$ cat src/rtl/cw_bus_master.sv
// cw_bus_master: Wishbone slave bridged onto a narrow CW master bus.
// Sends a header frame, then write beats or turnaround plus read beats.
module cw_bus_master #(
   parameter int ADDR_W  = 24,
   parameter int DATA_W  = 16,
   parameter int SEL_W   = 2,
   parameter int CW_W    = 16,
   parameter int TIMEOUT = 255
) (
   input  logic              i_clk,
   input  logic              i_rst,
   input  logic              wb_cyc,
   input  logic              wb_stb,
   input  logic              wb_we,
   input  logic [ADDR_W-1:0] wb_adr,
   input  logic [DATA_W-1:0] wb_o_dat,
   input  logic [SEL_W-1:0]  wb_sel,
   input  logic              wb_4_burst,
   input  logic              wb_8_burst,
   output logic [DATA_W-1:0] wb_i_dat,
   output logic              wb_ack,
   output logic              wb_err,
   output logic [CW_W-1:0]   cw_io_o,
   input  logic [CW_W-1:0]   cw_io_i,
   output logic              cw_req,
   output logic              cw_dir,
   input  logic              cw_ack,
   input  logic              cw_err
);

   localparam int HDR_W = 3 + SEL_W + ADDR_W;
   localparam int HB    = (HDR_W + CW_W - 1) / CW_W;
   localparam int DB    = (DATA_W + CW_W - 1) / CW_W;
   localparam int HB_W  = HB * CW_W;
   localparam int DB_W  = DB * CW_W;
   localparam int SH_W  = (HB_W > DB_W) ? HB_W : DB_W;
   localparam int NB    = (HB > DB) ? HB : DB;
   localparam int CNT_W = $clog2(NB + 1);
   localparam int TW    = (TIMEOUT > 0) ? $clog2(TIMEOUT + 1) : 1;
   localparam int TLIM  = (TIMEOUT > 0) ? TIMEOUT - 1 : 0;

   typedef enum logic [2:0] {
      S_IDLE, S_HDR, S_WDATA, S_WACK, S_TURN, S_RDATA, S_END
   } state_t;

   state_t            r_st;
   logic [SH_W-1:0]   r_sh;
   logic [DB_W-1:0]   r_asm;
   logic [DATA_W-1:0] r_rdat;
   logic [CNT_W-1:0]  r_cnt;
   logic [TW-1:0]     r_wait;
   logic [2:0]        r_left;
   logic              r_we;
   logic              r_pend;
   logic              r_req;
   logic              r_dir;
   logic              r_ack;
   logic              r_err;

   logic [1:0]        w_burst;
   logic [SH_W-1:0]   w_hdr;
   logic [SH_W-1:0]   w_dat;
   logic [DB_W-1:0]   w_in;
   logic [DB_W-1:0]   w_asm;
   logic              w_to;
   logic              w_fail;
   logic              w_hlast;
   logic              w_dlast;
   logic [CW_W-1:0]   w_io;

   assign w_burst = wb_8_burst ? 2'b10 : (wb_4_burst ? 2'b01 : 2'b00);
   assign w_hdr   = SH_W'({wb_we, w_burst, wb_sel, wb_adr});
   assign w_dat   = SH_W'(wb_o_dat);
   // Read beats enter at the top so the first (LSB) beat ends at bit 0.
   assign w_in    = DB_W'(cw_io_i) << (DB_W - CW_W);
   assign w_asm   = (r_asm >> CW_W) | w_in;
   assign w_to    = (TIMEOUT > 0) && (r_wait == TW'(TLIM));
   assign w_fail  = cw_err | (w_to & ~cw_ack);
   assign w_hlast = (r_cnt == CNT_W'(HB - 1));
   assign w_dlast = (r_cnt == CNT_W'(DB - 1));

   // First write beat comes straight from the bus so it is sampled as issued.
   always_comb begin
      w_io = '0;
      if (r_st == S_HDR) begin
         w_io = r_sh[CW_W-1:0];
      end else if (r_st == S_WDATA) begin
         if (r_cnt == '0) w_io = wb_o_dat[CW_W-1:0];
         else             w_io = r_sh[CW_W-1:0];
      end
   end

   assign cw_io_o  = w_io;
   assign cw_req   = r_req;
   assign cw_dir   = r_dir;
   assign wb_i_dat = r_rdat;
   assign wb_ack   = r_ack & wb_cyc;
   assign wb_err   = r_err & wb_cyc;

   always_ff @(posedge i_clk) begin
      if (i_rst) begin
         r_st   <= S_IDLE;
         r_sh   <= '0;
         r_asm  <= '0;
         r_rdat <= '0;
         r_cnt  <= '0;
         r_wait <= '0;
         r_left <= '0;
         r_we   <= 1'b0;
         r_pend <= 1'b0;
         r_req  <= 1'b0;
         r_dir  <= 1'b0;
         r_ack  <= 1'b0;
         r_err  <= 1'b0;
      end else begin
         r_ack <= 1'b0;
         r_err <= 1'b0;
         if (r_st != S_IDLE && r_st != S_END && !wb_cyc) begin
            r_st   <= S_END;
            r_req  <= 1'b0;
            r_dir  <= 1'b0;
            r_pend <= 1'b0;
         end else begin
            unique case (r_st)
               S_IDLE: begin
                  if (wb_cyc && wb_stb) begin
                     r_st   <= S_HDR;
                     r_req  <= 1'b1;
                     r_dir  <= 1'b0;
                     r_sh   <= w_hdr;
                     r_cnt  <= '0;
                     r_we   <= wb_we;
                     r_pend <= 1'b0;
                     r_left <= wb_8_burst ? 3'd7 :
                               (wb_4_burst ? 3'd3 : 3'd0);
                  end
               end
               S_HDR: begin
                  r_sh <= r_sh >> CW_W;
                  if (w_hlast) begin
                     r_cnt <= '0;
                     if (r_we) begin
                        r_st <= S_WDATA;
                     end else begin
                        r_st  <= S_TURN;
                        r_dir <= 1'b1;
                     end
                  end else begin
                     r_cnt <= r_cnt + CNT_W'(1);
                  end
               end
               S_WDATA: begin
                  if (r_cnt == '0) r_sh <= w_dat >> CW_W;
                  else             r_sh <= r_sh >> CW_W;
                  if (w_dlast) begin
                     r_cnt  <= '0;
                     r_wait <= '0;
                     r_st   <= S_WACK;
                  end else begin
                     r_cnt <= r_cnt + CNT_W'(1);
                  end
               end
               S_WACK: begin
                  if (r_pend) begin
                     // wb_ack is visible now; next word is on the bus after it.
                     r_pend <= 1'b0;
                     r_cnt  <= '0;
                     r_st   <= S_WDATA;
                  end else if (w_fail) begin
                     r_err <= 1'b1;
                     r_st  <= S_END;
                     r_req <= 1'b0;
                     r_dir <= 1'b0;
                  end else if (cw_ack) begin
                     r_ack  <= 1'b1;
                     r_wait <= '0;
                     if (r_left == 3'd0) begin
                        r_st  <= S_END;
                        r_req <= 1'b0;
                        r_dir <= 1'b0;
                     end else begin
                        r_left <= r_left - 3'd1;
                        r_pend <= 1'b1;
                     end
                  end else begin
                     r_wait <= r_wait + TW'(1);
                  end
               end
               S_TURN: begin
                  r_st   <= S_RDATA;
                  r_cnt  <= '0;
                  r_wait <= '0;
               end
               S_RDATA: begin
                  if (w_fail) begin
                     r_err <= 1'b1;
                     r_st  <= S_END;
                     r_req <= 1'b0;
                     r_dir <= 1'b0;
                  end else if (cw_ack) begin
                     r_wait <= '0;
                     r_asm  <= w_asm;
                     if (w_dlast) begin
                        r_cnt  <= '0;
                        r_ack  <= 1'b1;
                        r_rdat <= w_asm[DATA_W-1:0];
                        if (r_left == 3'd0) begin
                           r_st  <= S_END;
                           r_req <= 1'b0;
                           r_dir <= 1'b0;
                        end else begin
                           r_left <= r_left - 3'd1;
                        end
                     end else begin
                        r_cnt <= r_cnt + CNT_W'(1);
                     end
                  end else begin
                     r_wait <= r_wait + TW'(1);
                  end
               end
               S_END: begin
                  r_st <= S_IDLE;
               end
               default: begin
                  r_st <= S_IDLE;
               end
            endcase
         end
      end
   end

endmodule

$ cat config.mk
export PLATFORM = sky130hd
export DESIGN_NAME = cw_bus_master
export DESIGN_NICKNAME = d
export VERILOG_FILES = /design/src/rtl/cw_bus_master.sv
export SDC_FILE = /design/constraint.sdc
export NUM_CORES = 1
export LEC_CHECK = 0
export CAP_MARGIN = 20
export CORE_UTILIZATION = 52
export CTS_BUF_LIST = sky130_fd_sc_hd__clkbuf_2
export DETAILED_ROUTE_END_ITERATION = 16
export GPL_TIMING_DRIVEN = 0
export PLACE_DENSITY = 0.87
export SLEW_MARGIN = 10
export SYNTH_ARGS = -nofsm -noshare
export SYNTH_HDL_FRONTEND = slang
export SYNTH_SLANG_ARGS = --single-unit
$ cat constraint.sdc
create_clock -name i_clk -period 3.05 [get_ports i_clk]
set_input_delay 0.4575 -clock i_clk [delete_from_list [all_inputs] [get_ports i_clk]]
set_output_delay 0.4575 -clock i_clk [all_outputs]
set_load 0.02 [all_outputs]
### Word-level counts from Yosys, hierarchy flattened

Cells that the tools add are included.
W data, S select, Z words.

| word-level totals | value |
|---|---|
| register bits after elaboration | 70 |
| input port bits | 67 |
| output and inout port bits | 36 |
| logic and storage cells | 157 |

| operators by class | value |
|---|---|
| equal/unequal tests | 29 |
| bitwise operators | 7 |
| muxes and demuxes | 79 |
| reductions and logical operators | 26 |
| add/sub/neg operators | 3 |

Operators with widths:

| operator | number |
|---|---|
| $pmux W32 S3 | 1 |
| $mux W16 | 4 |
| $mux W3 | 21 |
| $mux W32 | 1 |
| $mux W8 | 4 |
| $pmux W8 S4 | 1 |
| $mux W1 | 31 |
| $reduce_and A6 Y1 | 4 |
| $ne A2 B2 Y1 const B | 11 |
| $pmux W3 S6 | 1 |
| $mux W2 | 8 |
| $ne A3 B3 Y1 const B | 5 |
| $ne A4 B4 Y1 const B | 3 |
| $pmux W2 S6 | 1 |
| $pmux W3 S3 | 1 |
| $reduce_and A9 Y1 | 1 |
| $reduce_bool A3 Y1 | 3 |
| $add A8 B1 Y8 const B | 1 |
| $eq A8 B8 Y1 const B | 1 |
| $reduce_and A8 Y1 | 1 |
| $reduce_bool A4 Y1 | 2 |
| $eq A3 B2 Y1 const B | 2 |
| $eq A3 B3 Y1 const B | 2 |
| $logic_not A3 Y1 | 2 |
| 22 further kinds | 32 |

### Longest topological paths before layout

Gate-level depths: netlist (run 1).

| depth | value |
|---|---|
| word-level depth | 7 |
| depth in mapped cells | 8 |
| mapped depth without buffers | 7 |

### Worst setup path before layout (run 1)

OpenSTA, ideal clock, no wires.

| timing | value |
|---|---|
| path kind | reg-to-output |
| start point | register r_cnt[0] |
| end point | output port cw_io_o[10] |
| required time | 2.592 ns |
| arrival time | 1.707 ns |
| cell stages (with the launch flop) | 9 |
| setup slack | 0.885 ns |
| path buffers | 2 |
| cells stage by stage | dfxtp_1 -> inv_1 -> ha_1 -> nor2_1 -> nand2_1 -> a21oi_1 -> clkbuf_1 -> buf_2 -> a22o_1 |

| on the way | value |
|---|---|
| word-level cells in the longest chain between the ends | 4 |

RTL lines:

| item | line | text |
|---|---|---|
| from (decl) | 50 | `logic [CNT_W-1:0] r_cnt;` |
| from (signal assigned) | 149 | `r_cnt <= r_cnt + CNT_W'(1);` |
| from (signal assigned) | 160 | `r_cnt <= r_cnt + CNT_W'(1);` |
| from (signal assigned) | 215 | `r_cnt <= r_cnt + CNT_W'(1);` |
| $logic_not A2 Y1 | 88 | `if (r_cnt == '0) w_io = wb_o_dat[CW_W-1:0];` |
| $mux W16 | 88 |  |
| $mux W16 | 87 | `end else if (r_st == S_WDATA) begin` |
| $mux W16 | 85 | `if (r_st == S_HDR) begin` |
| to (decl) | 23 | `output logic [CW_W-1:0] cw_io_o,` |

Every way passes these cells.

### Worst setup path after layout (run 1)

| timing | value |
|---|---|
| start point | register r_cnt[0] |
| end point | output port cw_io_o[2] |

The elaborated chain is that of the path after synthesis.

==> summary.md, run 1 <==
| Metric | Value |
|---|---|
| Outcome | finished, final reports clean |
| Switch Pwr | 1566 µW |
| Syn Nets | 450 |
| ANT cells | 0 |
| Global routing's busiest layer | met2 |
| Met1 usage in global routing | 0.3532 |
| Antenna violations before repair | 0 |
| Reg2reg setup slack | 860 ps |
| Tmin final | 2830 ps |
| Cell Rows | 29 |
| Final Hold Vio Count | 0 |
| Setup WS pre-CTS | 66.38 ps |
| Distinct cell type count after synthesis | 60 |
| Worst EP arrival | 2370 ps |
| Port Buf Inserts | 100 |
| Met3 usage in global routing | 0.06374 |
| Nets | 560 |
| Pwr Density | 796.5 nW/µm² |
| Hold Path Class | input port to register |
| Largest area contributor in the netlist | dfxtp_1 |
| Starting Density | 0.5359 |
| Util after Layout | 0.7239 |
| Slowest cell on crit path | dfxtp_1 |
| RR Startpoint | r_st[1] |
| I/O pin total | 103 |
| Setup TNS | 0 ps |
| ANT nets after route | 0 |
| Reg2reg end | r_wait[5] |
| CTS Hold Bufs | 0 |
| Routed vias/inst | 5.917 |
| Sequential share of power | 0.317 |
| Worst-path clk slew | 190 ps |
| Max frequency | 353.4 MHz |
| Startpoint types | register |
| Mean Syn Cell Area | 9.046 µm² |
| Max rail drop VDD | 0.4240 mV |
| DRT iter0 DRCs | 305 |
| First drt pass iteration count | 6 |
| DR vias | 3349 |
| CTS buffer count | 9 |
| Main synth FF type | dfxtp_1 |
| Cells on worst reg2reg path | 7 |
| CP max FO | 10 |
| Placed cell count | 551 |
| Asr flop ratio synth | 0 |
| Placer congestion estimate | 0.9226 |
| Non-Filler Instances | 566 |
| WL final | 9.329 mm |
| CTS sink count | 67 |
| Clock power share | 0.166 |
| Final worst-path setup slack | 220.0 ps |
| Seq/Total Area, Yosys | 0.3964 |
| EDFF count, synth | 0 |
| Clk buf depth | 2 |
| Critical path cell sequence | inv_1 -> ha_1 -> nor2_1 -> nand2_1 -> a21oi_1 -> clkbuf_4 -> a22o_1 -> dlygate4sd2_1 |
| Tcrit/Tclk final | 0.9279 |
| Largest net degree at the start of global routing | 13 |
| Top-area cell type share of the netlist area | 0.3964 |
| Top post-synthesis cells by area | dfxtp_1, nor2_1, mux2i_1 |
| Vias in the first global route | 3112 |
| Hold Crit Start | wb_cyc |
| Internal power | 2074 µW |
| Root buffer cell | clkbuf_2 |
| Final setup violation count | 0 |
| Ys Warns | 0 |
| RSZ-0062 raised after global routing | no |
| Wire per inst | 16.48 µm |
| Worst slack on hold paths | 425.0 ps |
| DP HPWL | 6.951 mm |
| Comb power frac | 0.516 |
| DRC | 0 |
| Die H | 82.66 µm |
| WHS Endpoint | r_left[2] |
| Worst path max stage delay | 400 ps |
| Cell area after synthesis | 3383 µm² |
| Synth Register Bits | 67 |
| Synth top cells by count | dfxtp_1, nor2_1, a21oi_1 |
| Hold Path Depth | 3 |
| Grt total ovfl | 0 |
| Max Cap Viol | 0 |
| Max Slew Vio Count | 0 |
| First-pass GRT wire length | 14.40 mm |
| Slew of the pin with the lowest slew margin | 561.3 ps |
| Slew margin rel. | 0.6258 |
| TritonCTS clock tree | done |
| M2 GR Usage | 0.4566 |
| P_leak | 0.001839 µW |
| Post-Route Skew | 28.56 ps |
| Area Growth Syn to Fin | 35.10% |
| Critical path class | register to output pin |
| Die area | 6833 µm² |
| Die width | 82.66 µm |
| Total track usage | 0.2825 |
| H-Tree Depth | 3 |
| Share of cells above drive strength 1 | 0.1350 |
| Core area | 6314 µm² |
| Switching Share | 0.4302 |
| Clk_lat worst skew | 520 ps |
| Data required time at the worst endpoint | 2590 ps |
| Post-Syn Instances | 374 |
| Critical Path End Type | output pin |
| Most common cell in the netlist | dfxtp_1 |
==> cells by family after synthesis <==
family | synth area share
xor gates and xnor gates | 0.007398
muxes | 0.05029
adders and majority gates | 0.03328
buffers and inverters | 0.06287
DFF | 0.3965
AOI/OAI and AO/OA | 0.2629
and+or+nand+nor | 0.1868
==> worst max-delay path: cells and delay by family, from the launching register on <==
| kind | cells | cell delay, ps |
|---|---|---|
| AO/OA/AOI/OAI | 2 | 330 |
| buffers and inverters | 3 | 670 |
| adder cells (fa/ha/maj) | 1 | 270 |
| flip-flops | 1 | 400 |
| AND/OR/NAND/NOR | 2 | 210 |
==> final cells by class <==
cell class	instances	area [µm²]
repair buffers	100	943.4
fillers	501	1743
plain buffers	27	170.2
multi-input cells	266	1832
clock inverters	7	92.59
inverters	13	48.80
flip-flops and latches	67	1343
clock buffers	9	45.04
well taps	77	96.34
==> state kept, by name, indices dropped and copies added (netlist names) <==
name      cells
cw_dir        1
cw_req        1
r_ack         1
r_cnt         2
r_err         1
r_left        3
r_pend        1
r_sh         29
r_st          3
r_wait        8
r_we          1
wb_i_dat     16
==> per-layer routing <==
metal	up-vias	wire length, µm
met3	26	685
li1	1598	-
met4	0	233
met5	-	0
met1	1582	3818
met2	143	4591
==> timing repair <==
item,in CTS,in global routing
setup endpoints to repair,16,10
setup buffers,0,0
gates resized for setup,23,21
==> cells in the final DEF (no fill, tap or decap), types with 6 or more instances in the layout <==
cell type        instances
clkbuf_2                20
dlygate4sd2_1            6
a221oi_1                14
nor2_1                  58
a21oi_1                 18
mux2i_1                 17
buf_2                    6
a22oi_2                  9
o21ai_0                  7
nor3_1                  16
nand2_1                 16
dfxtp_1                 66
a211oi_1                 7
ha_1                     9
a22oi_1                  6
a22o_1                  16
clkdlybuf4s50_1         84
inv_1                   13
clkbuf_1                 8
==> worst max-delay path by stage <==
| stage | end | cells after the start | startpoint |
|---|---|---|---|
| 6_report | cw_io_o[2] | 8 | r_cnt[0] |
| 5_1_grt | cw_io_o[3] | 8 | r_cnt[0] |
| 4_1_cts | cw_io_o[9] | 9 | r_cnt[0] |
| 3_5_place_dp | cw_io_o[11] | 9 | r_cnt[0] |
| 3_3_place_gp | cw_io_o[11] | 9 | r_cnt[0] |
| 2_1_floorplan | cw_io_o[10] | 8 | r_cnt[0] |
==> power groups by stage <==
stage / clock network (µW) / registers (µW) / logic [µW]
after floorplan: 0 / 1150 / 1320
after global placement: 0 / 1160 / 1840
after detailed placement: 0 / 1170 / 1900
after CTS: 605 / 1150 / 1870
after global routing: 659 / 1170 / 2060
final: 604 / 1160 / 1880
==> per-stage QoR <==
stage	area (µm²)	power (µW)
2_1_floorplan	3383	2474
3_5_place_dp	4481	3066
4_1_cts	4608	3626
5_1_grt	4571	3888
6_report	4571	3641
3_3_place_gp	4481	3004
(Power assumes the default switching activity.)
==> run 2, diff against run 1 <==
- CTS_CLUSTER_DIAMETER: not set -> 150
==> results of run 2 <==
Same layout as run 1: the final DEF is identical, and so are final timing and power.
